<file path="config.mk">
export PLATFORM = sky130hd
export DESIGN_NAME = m_logic_arb
export DESIGN_NICKNAME = d
export VERILOG_FILES = /design/src/rtl/m_logic_arb.sv
export SDC_FILE = /design/constraint.sdc
export NUM_CORES = 1
export LEC_CHECK = 0
export CORE_ASPECT_RATIO = 1.5
export CORE_MARGIN = 8
export CORE_UTILIZATION = 25
export DETAILED_ROUTE_END_ITERATION = 16
export SLEW_MARGIN = 10
export SYNTH_ARGS = -nofsm -noshare
export SYNTH_HDL_FRONTEND = slang
export SYNTH_SLANG_ARGS = --single-unit
</file>
<file path="constraint.sdc">
create_clock -name clk -period 1.7 [get_ports clk]
set_input_delay 0.255 -clock clk [delete_from_list [all_inputs] [get_ports clk]]
set_output_delay 0.255 -clock clk [all_outputs]
set_load 0.03 [all_outputs]
</file>
<file path="src/rtl/m_logic_arb.sv">
// m_logic_arb: round-robin arbiter that shares one 2-input bitwise logic unit
// (AND/OR/XOR/NAND) among N_REQ requesters. A winner is picked in IDLE, its
// operands are latched, the unit runs for EXEC_CYC cycles in EXEC, and the
// tagged result is held in RESP until the consumer accepts it.
// Optional build macro LOGIC_ARB_STATS_EN adds per-requester 16-bit
// saturating grant counters on output grant_cnt.
module m_logic_arb #(
    parameter int N_REQ    = 4,
    parameter int W        = 8,
    parameter int EXEC_CYC = 1,
    localparam int IDW     = (N_REQ > 1) ? $clog2(N_REQ) : 1
) (
    input  logic                 clk,
    input  logic                 rst_n,
    input  logic [N_REQ-1:0]     req_valid,
    output logic [N_REQ-1:0]     req_ready,
    input  logic [N_REQ*W-1:0]   req_a,
    input  logic [N_REQ*W-1:0]   req_b,
    input  logic [N_REQ*2-1:0]   req_op,
    output logic                 rsp_valid,
    output logic [IDW-1:0]       rsp_id,
    output logic [W-1:0]         rsp_data,
    input  logic                 rsp_ready
`ifdef LOGIC_ARB_STATS_EN
    ,
    output logic [N_REQ*16-1:0]  grant_cnt
`endif
);

    localparam int CW = (EXEC_CYC > 1) ? $clog2(EXEC_CYC) : 1;

    typedef enum logic [1:0] {IDLE, EXEC, RESP} state_t;

    state_t         state_reg;
    logic [IDW-1:0] ptr_reg;
    logic [W-1:0]   a_reg;
    logic [W-1:0]   b_reg;
    logic [1:0]     op_reg;
    logic [CW-1:0]  cnt_reg;

    logic [W-1:0]   a_arr  [N_REQ];
    logic [W-1:0]   b_arr  [N_REQ];
    logic [1:0]     op_arr [N_REQ];

    logic           grant_found;
    logic [IDW-1:0] grant_idx;
    logic [IDW-1:0] cand_idx;
    int             cand;
    logic [W-1:0]   result;

    // Unpack the flat requester buses into per-requester arrays
    genvar gi;
    generate
        for (gi = 0; gi < N_REQ; gi++) begin : g_unpack
            assign a_arr[gi]  = req_a[gi*W +: W];
            assign b_arr[gi]  = req_b[gi*W +: W];
            assign op_arr[gi] = req_op[gi*2 +: 2];
        end
    endgenerate

    // Round-robin pick: first valid requester after the last grant, wrapping
    always_comb begin
        grant_found = 1'b0;
        grant_idx   = '0;
        cand        = 0;
        cand_idx    = '0;
        for (int k = 1; k <= N_REQ; k++) begin
            cand     = (int'(ptr_reg) + k) % N_REQ;
            cand_idx = IDW'(cand);
            if (!grant_found && req_valid[cand_idx]) begin
                grant_found = 1'b1;
                grant_idx   = cand_idx;
            end
        end
    end

    // Accept pulse only in IDLE, and never while reset is asserted
    always_comb begin
        req_ready = '0;
        if (rst_n && state_reg == IDLE && grant_found) begin
            req_ready[grant_idx] = 1'b1;
        end
    end

    // Shared logic unit operating on the latched operands
    always_comb begin
        result = '0;
        case (op_reg)
            2'b00:   result = a_reg & b_reg;
            2'b01:   result = a_reg | b_reg;
            2'b10:   result = a_reg ^ b_reg;
            default: result = ~(a_reg & b_reg);
        endcase
    end

    // Sequencer: grant and latch, execute, then hold the response until taken
    always_ff @(posedge clk or negedge rst_n) begin
        if (!rst_n) begin
            state_reg <= IDLE;
            ptr_reg   <= IDW'(N_REQ - 1);
            a_reg     <= '0;
            b_reg     <= '0;
            op_reg    <= '0;
            cnt_reg   <= '0;
            rsp_valid <= 1'b0;
            rsp_id    <= '0;
            rsp_data  <= '0;
        end else begin
            case (state_reg)
                IDLE: begin
                    if (grant_found) begin
                        a_reg     <= a_arr[grant_idx];
                        b_reg     <= b_arr[grant_idx];
                        op_reg    <= op_arr[grant_idx];
                        ptr_reg   <= grant_idx;
                        cnt_reg   <= CW'(EXEC_CYC - 1);
                        state_reg <= EXEC;
                    end
                end
                EXEC: begin
                    if (cnt_reg == '0) begin
                        rsp_data  <= result;
                        rsp_id    <= ptr_reg;
                        rsp_valid <= 1'b1;
                        state_reg <= RESP;
                    end else begin
                        cnt_reg <= cnt_reg - CW'(1);
                    end
                end
                RESP: begin
                    if (rsp_ready) begin
                        rsp_valid <= 1'b0;
                        state_reg <= IDLE;
                    end
                end
                default: state_reg <= IDLE;
            endcase
        end
    end

`ifdef LOGIC_ARB_STATS_EN
    // Saturating per-requester grant counters, bumped in the accept cycle
    always_ff @(posedge clk or negedge rst_n) begin
        if (!rst_n) begin
            grant_cnt <= '0;
        end else begin
            for (int i = 0; i < N_REQ; i++) begin
                if (req_ready[i] && grant_cnt[i*16 +: 16] != 16'hFFFF) begin
                    grant_cnt[i*16 +: 16] <= grant_cnt[i*16 +: 16] + 16'd1;
                end
            end
        end
    end
`endif

endmodule

</file>
==> results of run 1 <==
power breakdown:
group / switching, µW / internal [µW] / leakage, µW
Sequential: 335 / 1220 / 0.000382
Clock: 337 / 732 / 0.0000841
Combinational: 2270 / 2160 / 0.00126
Total: 2950 / 4110 / 0.00172
cells by family (layout without fill, tap and decap cells):
group,Yosys count,after routing,share of synthesized area
AO/OA/AOI/OAI,102,102,0.333
AND/OR/NAND/NOR,63,63,0.120
buffers and inverters,54,173,0.0956
flip-flops,33,33,0.342
adder cells (fa/ha/maj),16,16,0.0827
multiplexers,6,6,0.0258
final cells by class:
class,count,area share
clock inverters,1,0.00723
well taps,115,0.0347
clock buffers,7,0.0344
flip-flops and latches,33,0.200
multi-input cells,187,0.356
inverters,27,0.0244
repair buffers,138,0.344
repair_timing:
action,4_1_cts,5_1_grt
cloned,3,0
endpoints found under the hold margin,6,0
setup endpoints to repair,22,23
gates resized for setup,38,4
pin swaps,19,13
buffers inserted,11,2
hold buffers,1,0
placed cells by master (no fill, tap or decap), types with 2 or more instances in the layout:
master,Yosys,layout
clkdlybuf4s50_1,0,84
a32oi_1,34,34
dfrtp_1,31,31
nand2_1,31,28
buf_4,1,28
inv_1,27,26
ha_1,16,16
a21oi_1,14,14
a41oi_1,18,11
buf_6,1,11
nor2_1,11,9
o21ai_0,9,9
nand2b_1,7,7
a41oi_2,0,7
o211ai_1,6,6
clkbuf_16,0,5
buf_12,0,5
a211o_1,4,4
mux2i_1,4,4
dlygate4sd2_1,0,4
nand2_2,0,3
nor2b_1,3,3
nor3_1,2,2
and3_4,0,2
nor2_4,0,2
mux2_2,2,2
a31oi_1,2,2
a211oi_1,3,2
o22a_1,2,2
a221oi_1,2,2
buf_16,0,2
dfstp_2,2,2
worst min-delay path by stage:
stage / to / slack, ns / cells after the start
6_report: ptr_reg[1]$_DFFE_PN1P_ / 0.07 / 2
5_1_grt: ptr_reg[1]$_DFFE_PN1P_ / 0.07 / 2
3_5_place_dp: b_reg[1]$_DFFE_PN0P_ / 0.22 / 2
4_1_cts: ptr_reg[1]$_DFFE_PN1P_ / 0.07 / 2
2_1_floorplan: a_reg[0]$_DFFE_PN0P_ / -0.04 / 0
3_3_place_gp: b_reg[1]$_DFFE_PN0P_ / 0.22 / 2
layer usage:
layer,wire [µm],vias up,part of all wire
met5,0,-,0
met4,218,0,0.023
met1,3700,1277,0.40
li1,-,1273,-
met3,359,14,0.038
met2,5060,56,0.54
worst reg2reg max path: cells and delay by family, from the launching register on:
| kind | cells | cell delay [ns] |
|---|---|---|
| simple gates | 2 | 0.33 |
| buf+inv | 5 | 0.71 |
| compound gates | 2 | 0.30 |
| flops | 1 | 0.54 |
metrics by stage:
step / hold slack, ns / instance area [µm²]
6_report: 0.0686 / 4150
5_1_grt: 0.0739 / 4150
4_1_cts: 0.0742 / 4130
3_5_place_dp: 0.220 / 3630
3_3_place_gp: 0.216 / 3630
2_1_floorplan: -0.0406 / 2480
==> flow_summary.toml, run 1 <==
[outcome]
status = "complete, but fails checks"
violations = "setup timing"

[floorplanning]
die_h_um = 137
rows = 44
ioPinCount = 94
die-area_um2 = 13200
start_util = 0.253
die_w_um = 96.4
core_um2 = 9580

[setup_path]
reg2reg_depth = 9
cp-end-kind = "output pin"
crit_slowest_cell = "dfstp_2"
rrSetupSlack_ns = -0.27
path_max_fanout = 2
cp_num_buf_inv = 2
cpMostUsedCell = "buf_6"
cp-endpoint = "req_ready[3]"
cpPeakStageDelay_ns = 0.54
path_delay_family = "simple AND/OR/NAND/NOR gates"
rr_endpoint = "b_reg[0]$_DFFE_PN0P_"
path_cells = "buf_6 > or3b_4 > a31oi_4 > and3_4 > buf_6"
worstSetupStartpoint = "ptr_reg[0]$_DFFE_PN1P_"
path_depth = 5
crit_required_ns = 1.44
worstSetupPathType = "reg2out"
worstSetupStartpointType = "register"
arrival_ns = 1.77
reg2reg_from = "ptr_reg[0]$_DFFE_PN1P_"

[routing]
drcViolationCount = 0
ant_nets = 0
routed_wl_um = 9340
vias = 2620
viasPerCell = 5.16
drt_iter0_drc = 116
firstDrtPassIters = 4
wire_per_inst_um = 18.4

[logic_synthesis]
syn_area_um2 = 2420
ys_top_cells_by_count = "a32oi_1, dfrtp_1, nand2_1"
post_synth_num_cell_types = 41
synth_ff_type = "dfrtp_1"
synth-edff-count = 0
synth_top_cell_by_area = "dfrtp_1"
syn_nets = 369
yosys_register_bits = 33
post-synth-top-count-cell = "a32oi_1"
syn_inst = 274
synth_top_area_frac = 0.320
ys_warn_count = 0
ys_top_cells_by_area = "dfrtp_1, a32oi_1, ha_1"
postSynthAreaPerCell_um2 = 8.84
seq_area_frac_synth = 0.342
async_reset_ff_frac = 1.00

[grt]
grt_pass1_wl_um = 14700
met1_usage = 0.166
grt_use_met3 = 0.0236
grt_pass1_vias = 2806
overflow = 0
grt_max_degree = 39
antenna_found_initial = 0
grt_use_met2 = 0.258
track_usage = 0.145
gr-max-usage-layer = "met2"

[finish]
n_antenna_cell = 0
post-route-util = 0.433
layoutNonFillerInstCount = 508
drive_above_1_share = 0.211
multiInputGateArea_um2 = 1480
fillers = 963
area_delta_synth_final_pct = 71.5
final_nets = 487
regArea_um2 = 828

[clock_tree]
cts-buffers-inserted = 5
clk_latency_ns = 0.28
clock_sinks = 33
cts_tree = "built"
root_buffer = "clkbuf_16"
cts_max_path_buffers = 2
clkSlewWorstSetupHoldPaths_ns = 0.06
h-tree-depth = 2

[placement]
placed_cells = 484
gp_congestion = 0.806
dp_hpwl_um = 6770
numPortBuffers = 93
dpl_worst_slack_ns = -0.696

[timing]
skew_ns = 0.00465
fin_crit_sh = 1.19
worst_slack_ns = -0.326
setup_viol = 22
period_minus_slack_ns = 2.03
relSlewSlack = 0.540
hold_viol = 0
rsz0062_at_grt = "true"
setup_tns_ns = -4.04
clock.fmax_mhz = 494
max_slew.worst_pin.slew_ns = 0.689
slew_viol_final = 0

[power_and_ir_drop]
pwr_density_cell_nw_per_um2 = 1700
ir_drop_v = 0.000758
p_total_uw = 7060
leakage_uw = 0.00172

[worst_hold_path]
hold_path.class = "in2async"

[flow_run]
maxCapViolations = 0
Power figures use the tool's default switching activity.
==> run 2, diff against run 1 <==
--- a/config.mk
+++ b/config.mk
@@ -8,7 +8,9 @@
 export CORE_ASPECT_RATIO = 1.5
 export CORE_MARGIN = 8
 export CORE_UTILIZATION = 25
+export CTS_CLUSTER_SIZE = 40
 export DETAILED_ROUTE_END_ITERATION = 16
+export GPL_TIMING_DRIVEN = 1
 export SLEW_MARGIN = 10
 export SYNTH_ARGS = -nofsm -noshare
 export SYNTH_HDL_FRONTEND = slang
==> results of run 2 <==
The final DEF is identical to that of run 1; final timing and power are the same.
==> run 3, diff against run 2 <==
--- a/config.mk
+++ b/config.mk
@@ -5,6 +5,7 @@
 export SDC_FILE = /design/constraint.sdc
 export NUM_CORES = 1
 export LEC_CHECK = 0
+export ABC_AREA = 1
 export CORE_ASPECT_RATIO = 1.5
 export CORE_MARGIN = 8
 export CORE_UTILIZATION = 25
==> run 3 against run 2 <==
- the flow still finishes with violations (setup timing)
- maximum frequency down 11%
- design area grew 9.0%
- clock-buffer cell count decreased by 1
- sequential share of layout area is 1.6 points lower
- synthesized cell count is 43% higher
- non-clock buffer count down 12
- global-route usage down 2.6 points
- largest cell class unchanged
==> flow_summary.toml, run 3 <==
[outcome]
status = "complete, but fails checks"
violations = "setup timing"

[finish]
post-route-util = 0.434
multiInputGateArea_um2 = 1940
drive_above_1_share = 0.283
final_nets = 603
layoutNonFillerInstCount = 653
final_common_cell = "nand2_1"
fillers = 1031
n_antenna_cell = 0
layout_common_cells = "nand2_1, clkdlybuf4s50_1, nand3_1"
design_area_um2 = 4530
regArea_um2 = 828
area_delta_synth_final_pct = 71.7

[floorplanning]
die-area_um2 = 14100
ioPinCount = 94
die_h_um = 142
start_util = 0.253
rows = 46
die_w_um = 99.8
core_um2 = 10400

[logic_synthesis]
ys_top_cells_by_area = "dfrtp_1, nand2_1, nand3_1"
syn_area_um2 = 2640
post_synth_num_cell_types = 28
yosys_register_bits = 33
async_reset_ff_frac = 1.00
synth_top_area_frac = 0.294
syn_nets = 487
ys_warn_count = 0
synth_top_cell_by_area = "dfrtp_1"
synth-edff-count = 0
postSynthAreaPerCell_um2 = 6.72
synth_ff_type = "dfrtp_1"
ys_top_cells_by_count = "nand2_1, nand3_1, dfrtp_1"
syn_inst = 392
post-synth-top-count-cell = "nand2_1"
seq_area_frac_synth = 0.314

[power_and_ir_drop]
ir_drop_v = 0.000973
leakage_uw = 0.00226
pwr_density_cell_nw_per_um2 = 2190

[routing]
ant_nets = 0
drt_iter0_drc = 101
firstDrtPassIters = 4
routed_wl_um = 8830
drcViolationCount = 0
viasPerCell = 4.42
wire_per_inst_um = 13.5
vias = 2883

[setup_path]
path_cells = "buf_12 > nand2_2 > nand2_4 > nand2_4 > nand2_4 > o21bai_4 > nand2_4 > nand2_4 > nor2_4 > nand2_4 > a21oi_4 > buf_12"
cp-end-kind = "output pin"
cpPeakStageDelay_ns = 0.61
path_delay_family = "simple AND/OR/NAND/NOR gates"
worstSetupPathType = "reg2out"
rr_endpoint = "a_reg[5]$_DFFE_PN0P_"
reg2reg_depth = 15
path_max_fanout = 5
cpMostUsedCell = "nand2_4"
crit_required_ns = 1.44
crit_slowest_cell = "dfstp_2"
rrSetupSlack_ns = -0.49
worstSetupStartpointType = "register"
reg2reg_from = "ptr_reg[0]$_DFFE_PN1P_"
cp_num_buf_inv = 2
arrival_ns = 2.03

[clock_tree]
cts_max_path_buffers = 2
cts-buffers-inserted = 5
clkSlewWorstSetupHoldPaths_ns = 0.05
clk_latency_ns = 0.27
root_buffer = "clkbuf_16"
clock_sinks = 33
h-tree-depth = 2
cts_tree = "built"

[placement]
dp_hpwl_um = 6410
numPortBuffers = 93
placed_cells = 631
placed_cell_area_um2 = 3900
gp_congestion = 0.789

[worst_hold_path]
hold_path.class = "in2async"

[timing]
fin_crit_sh = 1.34
clock.fmax_mhz = 438
period_minus_slack_ns = 2.29
setup_tns_ns = -10.41
worst_hold_slack_ns = 0.182
worst_slack_ns = -0.585
slew_viol_final = 0
rsz0062_at_grt = "true"
skew_ns = 0.00233
setup_viol = 23
relSlewSlack = 0.634
max_slew.worst_pin.slew_ns = 0.547
hold_viol = 0

[grt]
overflow = 0
antenna_found_initial = 0
track_usage = 0.119
grt_pass1_wl_um = 13800
grt_max_degree = 37
grt_pass1_vias = 2985

[flow_run]
maxCapViolations = 0
-- run 3: changes by cell type after synthesis, moves of 6 or more --
cell	delta
a21oi_1	-13
a32oi_1	-34
a41oi_1	-18
buf_2	-8
nand2_1	+142
nand2_2	+19
nand2b_1	-7
nand3_1	+48
nand3_2	+10
nor2_1	+6
o211ai_1	-6
-- run 3: per-layer routing --
layer | GRT usage | part of all wire | wire [µm]
met5 | 0 | 0 | 0
met4 | 0.0472 | 0.024 | 213
met3 | 0.0191 | 0.033 | 294
met2 | 0.220 | 0.56 | 4920
met1 | 0.131 | 0.39 | 3410
-- run 3: cells by family (layout without fill, tap and decap cells) --
group / count (synthesis) / after routing / synth area share
buf+inv: 43 / 160 / 0.0807
compound gates: 26 / 26 / 0.0627
fa+ha+maj: 16 / 16 / 0.0760
flops: 33 / 33 / 0.314
simple gates: 274 / 274 / 0.466
-- run 3: worst max-delay path by stage --
stage,startpoint,end,slack (ns),cells after the start
after detailed placement,req_valid[3],req_ready[1],-0.46,10
final,ptr_reg[0]$_DFFE_PN1P_,req_ready[2],-0.59,12
after CTS,ptr_reg[0]$_DFFE_PN1P_,req_ready[2],-0.58,12
after global placement,req_valid[3],req_ready[2],-0.39,12
after global routing,ptr_reg[0]$_DFFE_PN1P_,req_ready[2],-0.68,11
after floorplan,ptr_reg[0]$_DFFE_PN1P_,req_ready[2],-0.46,15
-- run 3: area by class of cell --
cell class / count / share of cell area
inverters: 26 / 0.0238
clock inverters: 2 / 0.00221
multi-input cells: 316 / 0.428
repair buffers: 126 / 0.294
clock buffers: 6 / 0.0285
flip-flops and latches: 33 / 0.183
well taps: 144 / 0.0398
-- run 3: stage by stage --
stage	total power (µW)	setup WS (ns)
after global routing	10800	-0.676
after detailed placement	7220	-0.464
after floorplan	5560	-0.456
after CTS	9050	-0.576
final	9910	-0.585
after global placement	7110	-0.394
-- run 3: worst reg2reg max path, stage by stage (launching register included) --
cell and delay (ns):
dfstp_2 0.61, buf_12 0.14, nand2_4 0.06, nand2_4 0.10
nand2_4 0.07, buf_6 0.11, nand2_2 0.06, nand2_2 0.05
inv_2 0.07, nand2_4 0.08, buf_6 0.12, buf_6 0.11
nor2_4 0.24, buf_6 0.19, nand2_1 0.07, nand3_2 0.06
-- run 3: where the power goes --
part | switching (µW) | total, µW | internal, µW | leakage [µW]
Combinational | 4340 | 7580 | 3250 | 0.00178
Clock | 302 | 839 | 536 | 0.0000706
Sequential | 282 | 1480 | 1200 | 0.000408
-- run 3: timing repair --
action                     in CTS  in global routing
resized for setup              37                 54
pin swaps                      18                 33
hold buffers                    0                  0
setup endpoints to repair      24                 25
buffers inserted               10                  3
gates cloned                    2                  4
